### src/rtl/sum_pipe_alu.sv
// -----------------------------------------------------------------------------
// sum_pipe_alu
//
// Pipelined WIDTH-bit adder/subtractor. The add is split into STAGES equal
// chunks of CHUNK = WIDTH/STAGES bits; stage k adds chunk k and registers the
// chunk carry for stage k+1. Operands not yet consumed travel forward with the
// partial result, so each beat is fully self-contained in its stage register.
// Subtraction is A + ~B + 1, with sub feeding the stage-0 carry-in.
//
// WIDTH must be an exact multiple of STAGES.
//
// Ports:
//   clk        rising-edge clock
//   reset      synchronous, active-high; clears every valid and data register
//   in_valid   operand beat offered
//   in_ready   beat accepted this cycle (= advance)
//   a, b       operands
//   sub        0: a+b, 1: a-b
//   out_valid  result beat available
//   out_ready  consumer takes the result
//   result     sum/difference modulo 2^WIDTH
//   cout       carry out of bit WIDTH-1 (for subtract, 1 = no borrow)
//   overflow   two's-complement signed overflow
//   zero       result == 0
//
// Flow control is a global stall: the whole pipeline moves when the output
// slot is empty or being drained, otherwise every stage holds. Bubbles move
// through as valid=0 entries and are never collapsed.
// -----------------------------------------------------------------------------
module sum_pipe_alu #(
  parameter int WIDTH  = 32,
  parameter int STAGES = 4
) (
  input  logic             clk,
  input  logic             reset,
  input  logic             in_valid,
  output logic             in_ready,
  input  logic [WIDTH-1:0] a,
  input  logic [WIDTH-1:0] b,
  input  logic             sub,
  output logic             out_valid,
  input  logic             out_ready,
  output logic [WIDTH-1:0] result,
  output logic             cout,
  output logic             overflow,
  output logic             zero
);

  localparam int CHUNK = WIDTH / STAGES;
  localparam int LAST  = STAGES - 1;

  // One in-flight beat. res holds the chunks already summed; opa/opb hold the
  // operands (B already inverted for subtract), whose upper chunks are still
  // to be consumed by later stages. Their MSBs are the sign bits the final
  // stage needs for overflow.
  typedef struct packed {
    logic             valid;
    logic             carry;
    logic [WIDTH-1:0] res;
    logic [WIDTH-1:0] opa;
    logic [WIDTH-1:0] opb;
  } beat_t;

  beat_t stage_q [STAGES];
  beat_t stage_d [STAGES];
  beat_t in_beat;

  // The final stage also registers the flags that need the complete result.
  logic  ovf_q, ovf_d;
  logic  zero_q, zero_d;

  logic  advance;

  // Adds chunk k of the beat's operands plus its incoming carry, writes the
  // chunk into the partial result and replaces the carry with the chunk
  // carry-out. Everything else passes through unchanged.
  function automatic beat_t add_chunk(input beat_t beat, input int k);
    beat_t      nxt;
    logic [CHUNK:0] sum;
    nxt = beat;
    sum = {1'b0, beat.opa[k*CHUNK +: CHUNK]}
        + {1'b0, beat.opb[k*CHUNK +: CHUNK]}
        + {{CHUNK{1'b0}}, beat.carry};
    nxt.res[k*CHUNK +: CHUNK] = sum[CHUNK-1:0];
    nxt.carry                 = sum[CHUNK];
    return nxt;
  endfunction

  assign advance  = ~out_valid | out_ready;
  assign in_ready = advance;

  // NOTE: every signal driven from always_comb receives a value on every pass
  // (defaults first), so no storage is implied and no latch is inferred.
  always_comb begin
    in_beat       = '0;
    in_beat.valid = in_valid;
    in_beat.carry = sub;
    in_beat.opa   = a;
    in_beat.opb   = sub ? ~b : b;

    stage_d[0] = add_chunk(in_beat, 0);
    for (int k = 1; k < STAGES; k++) begin
      stage_d[k] = add_chunk(stage_q[k-1], k);
    end

    // Same operand signs but a result of the other sign means the signed
    // sum did not fit.
    ovf_d  = (stage_d[LAST].opa[WIDTH-1] == stage_d[LAST].opb[WIDTH-1]) &&
             (stage_d[LAST].res[WIDTH-1] != stage_d[LAST].opa[WIDTH-1]);
    zero_d = (stage_d[LAST].res == '0);
  end

  // NOTE: sequential state is written only with non-blocking assignments so
  // that every stage samples its predecessor's value from before the edge.
  always_ff @(posedge clk) begin
    if (reset) begin
      // NOTE: data registers are cleared along with the valid bits so every
      // output reads 0 right after reset, not just out_valid.
      for (int k = 0; k < STAGES; k++) begin
        stage_q[k] <= '0;
      end
      ovf_q  <= 1'b0;
      zero_q <= 1'b0;
    end else if (advance) begin
      for (int k = 0; k < STAGES; k++) begin
        stage_q[k] <= stage_d[k];
      end
      ovf_q  <= ovf_d;
      zero_q <= zero_d;
    end
  end

  assign out_valid = stage_q[LAST].valid;
  assign result    = stage_q[LAST].res;
  assign cout      = stage_q[LAST].carry;
  assign overflow  = ovf_q;
  assign zero      = zero_q;

endmodule

### config.mk
export PLATFORM = sky130hd
export DESIGN_NAME = sum_pipe_alu
export DESIGN_NICKNAME = d
export VERILOG_FILES = /design/src/rtl/sum_pipe_alu.sv
export SDC_FILE = /design/constraint.sdc
export NUM_CORES = 1
export LEC_CHECK = 0
export CAP_MARGIN = 10
export CORE_ASPECT_RATIO = 0.7
export CORE_UTILIZATION = 40
export DETAILED_ROUTE_END_ITERATION = 12
export PLACE_DENSITY = 0.71
export SLEW_MARGIN = 40
export SYNTH_ARGS = -nofsm -noshare
export SYNTH_HDL_FRONTEND = slang
export SYNTH_SLANG_ARGS = --single-unit
### constraint.sdc
create_clock -name clk -period 4.42 [get_ports clk]
set_input_delay 0.442 -clock clk [delete_from_list [all_inputs] [get_ports clk]]
set_output_delay 0.442 -clock clk [all_outputs]
set_load 0.05 [all_outputs]
Word-level counts from Yosys, hierarchy flattened
Memories as Yosys holds them, arrays and structs flattened.
Cells that the tools add are included.
{"block": "word_totals", "regBits": 2, "wordCells": 32, "out_inout_bits": 37, "n_memories": 1, "in_bits": 69, "ramBits": 392}
{"block": "classes", "reduce_logical": 2, "addsub": 8, "n_eq_ne": 2, "n_mux": 10, "bitwise_logic": 7}
{"name": "stage_q", "depth": 4, "width": 98, "read_ports": 4, "rd_clocked_by_memory_dff": 0, "write_ports": 4, "line_no": "64", "text": "beat_t stage_q [STAGES];"}
{"cell": "2-to-1 mux 98 bit", "count": 4}
{"cell": "adder 8 x 8 -> 9 bit", "count": 4}
{"cell": "adder 9 x 1 -> 9 bit", "count": 4}
{"cell": "zero test 32 bit", "count": 1}
{"cell": "2-to-1 mux 32 bit", "count": 1}
{"cell": "inverter 32 bit", "count": 1}
{"cell": "2-to-1 mux 1 bit", "count": 5}
{"cell": "bitwise OR 1 bit", "count": 5}
{"cell": "equality test 1 bit", "count": 1}
{"cell": "logical AND 1 bit", "count": 1}
{"cell": "inequality test 1 bit", "count": 1}
{"cell": "inverter 1 bit", "count": 1}

Longest topological paths before layout
An unclocked memory read counts as a cell.
{"block": "logic_depth", "word_depth": 7, "depth_mapped": 10, "ltp_nobuf": 10}

Worst setup path before layout
No wires, ideal clock.
{"block": "synth_path", "kind": "reg2reg", "startpoint": "mem stage_q[3][97] in the netlist's numbering", "endpoint": "mem stage_q[0][10] in the netlist's numbering (enable)", "t_required_ns": 3.885, "setup_slack_ns": -0.937, "setup_time_ns": 0.535, "path_buffers": 0, "synth_period_minus_slack_ns": 5.357, "t_arrival_ns": 4.822, "path_stages_with_launch": 4, "path_cell_list": "edfxtp_1 nand2b_1 nor2_1 inv_1"}
{"item": "start, declared", "line_no": "64"}

==> reports/qor.yml <==
drt:
  vias: 4713
  drt-initial-drc-count: 323
  first_pass_iters: 5
  drc: 0
  maxUsedRoutingLayer: "met4"
  wire_per_inst_um: 14.38
  routed_wirelength_mm: 14.28
  ant_nets: 0
  wl_met2_mm: 6.601
  dr_wl_met3_um: 610
  avgViaCountPerCell: 4.746
  drt-met1-wl_mm: 6.948
worst_setup_path:
  crit_family: "compound AO/OA/AOI/OAI gates"
  critPathSlowestCell: "clkdlybuf4s50_1"
  endpoint_kind: "register"
  crit_arrival_ps: 2770
  cp-start-kind: "input port"
  slowest_delay_ps: 510
  worstPathRequired_ps: 4650
  critPathKind: "in -> reg"
  cp.buffers_inverters: 1
  critPathMaxFanout: 3
  crit_path_cell_trace: "clkdlybuf4s50_1, mux2_4, fa_1, a21o_1, a21oi_1, nor2b_1, o21a_1, o21ai_1, nor3b_1"
logic_synthesis:
  yosys_warnings: 0
  yosys-top-cells-count: "edfxtp_1, and2_1, nor2_1"
  syn_area_per_cell_sq_um: 13.88
  yosys-top-cells-area: "edfxtp_1, and2_1, ha_1"
  yosysTopAreaCell: "edfxtp_1"
  synth_fp_nets: 704
  synth_ff_type: "edfxtp_1"
  syn-cell-area_sq_um: 8325
  synth.most_common_cell: "edfxtp_1"
  synth_top_area_frac: 0.6637
  async_flop_share: 0
  ys_ff_latch: 186
  synth-seq-area-share: 0.6685
  synthDistinctLibCells: 45
  synth_edf_count: 184
  synthCells: 600
placement:
  io_buffers: 105
  dp.cells: 960
  gp_congestion: 0.7905
  dpl_worst_slack_ps: 1421
  dpl.hpwl_mm: 10.03
global_route:
  grt_max_degree: 97
  grt_pass1_wl_mm: 22.91
  overflow: 0
  grt_pass1_vias: 4762
  grt_use_total: 0.1381
  antenna_found_initial: 0
cells_and_area:
  syn2layout_area_growth_pct: 24.45
  diodes: 0
  final-instance-count-excl-fill: 993
  fin_nets: 814
  drive_above_1_share: 0.07331
timing:
  fmax_mhz: 394.7
  rsz0062_at_grt: "false"
  slew_headroom: 0.5825
  maxSlewViolCount: 0
  min_period_over_period: 0.5732
  fin_crit_ps: 2533
  fin_worst_skew_ps: 12.06
  worst_pin_slew_ps: 626.3
  setup_tns_ps: 0
  hold_violations: 0
  final.setup.worst_slack_ps: 1887
  setup_violations: 0
  hold-worst-slack_ps: 471.2
pwr:
  p_leak_nw: 4.169
  switching_share: 0.2328
  p_per_area_nw_per_um2: 396.5
  power.share.clock: 0.368
  p_int_mw: 3.151
  peakVddDrop_mv: 0.2903
  combPwrFrac: 0.116
  p_sw_mw: 0.9564
  pwr-share-seq: 0.516
floorplan:
  dieWidth_um: 174.4
  dieArea_sq_um: 21400
  core_area_sq_um: 20120
  row_count: 43
  io_pins: 106
  die_h_um: 122.7
  initial_utilization: 0.4138
clock_network:
  cts_made_buffers: 17
  cts_setup_buffers: 0
  insertion_delay_ps: 420
  clkSinkCount: 186
  cts-root-buf: "clkbuf_16"
  ctsHoldBuffers: 0
  clock_path_buffers: 2
  cts-resized-gates: 0
  htree_levels: 4
  clk_pin_slew_ps: 70
  cts_tree: "built"
status:
  status: "finished clean"
hold_path:
  holdCritPathClass: "reg -> reg"
job:
  drv_cap: 0
-- registers in the layout, summed over array words and instances, names as in the netlist --
| signal | flops |
|---|---|
| zero | 1 |
| overflow | 1 |
| stage_q | 184 |
-- placed cells by master (no fill, tap or decap), drive strengths merged, types with 3 or more instances in the layout --
master,n
nand2b,6
nor3,9
o21ai,14
nand3,3
nand2,9
clkbuf,18
xor2,12
nor2,52
a21o,8
buf,12
and2,130
o21a,5
clkdlybuf4s50,104
a21oi,12
clkinv,4
o31ai,3
nor2b,7
xnor2,32
inv,18
nor4b,3
ha,28
edfxtp,184
nor4,6
and3,4
or3,5
a31oi,3
clkinvlp,4
fa,7
-- cells by family after synthesis --
logic type | after synthesis | synth area share
multiplexers | 3 | 0.004208
buffers and inverters | 39 | 0.01788
flip-flops | 186 | 0.6685
AO/OA/AOI/OAI | 54 | 0.04329
XOR/XNOR | 44 | 0.04629
adder cells (fa/ha/maj) | 35 | 0.05891
AND/OR/NAND/NOR | 239 | 0.1610
-- area by class of cell --
cell class | count | area (sq um)
flip-flops and latches | 186 | 5565
inverters | 14 | 56.30
repair buffers | 116 | 1181
multi-input cells | 375 | 2629
clock inverters | 14 | 162.7
fillers | 1680 | 9761
clock buffers | 18 | 429.2
well taps | 270 | 337.8
-- worst reg2reg max path, cell delays in order (launching register included) --
cell and delay (ps):
edfxtp_1 390, inv_1 90, fa_1 180, inv_2 50
fa_1 390, a21o_1 170, a21oi_1 170, nor2b_1 80
o21a_1 180, or3_1 310, and3_1 180
-- routing by layer --
layer / up-vias / GRT usage
met4: 0 / 0.04496
li1: 2345 / -
met5: - / 0
met3: 11 / 0.03222
met2: 109 / 0.2258
met1: 2248 / 0.1829
-- power groups by stage --
stage                     clock (mW)  sequential [mW]  combinational, mW
after floorplan                    0             2.21              0.248
after global placement             0             2.15              0.465
after detailed placement           0             2.16              0.480
after CTS                       1.54             2.12              0.483
after global routing            1.61             2.13              0.525
final                           1.51             2.12              0.479
-- stage by stage --
step	cell area, sq um	power [mW]	utilization
2_1_floorplan	8337	2.453	-
3_3_place_gp	9707	2.620	0.4824
3_5_place_dp	9749	2.640	0.4845
4_1_cts	10340	4.140	0.5139
5_1_grt	10360	4.262	0.5149
6_report	10360	4.108	0.5149
-- path summary, 6_finish.rpt --
check | from | endpoint | slack, ps | depth (start not counted)
setup reg to reg | stage_q[1][96] | stage_q[2][86] | 1990 | 10
setup / recovery | b[0] | stage_q[0][70] | 1890 | 9
hold reg to reg | overflow | overflow | 470 | 2
hold / removal | overflow | overflow | 470 | 2
No activity file was read; power rests on OpenSTA's default activity.
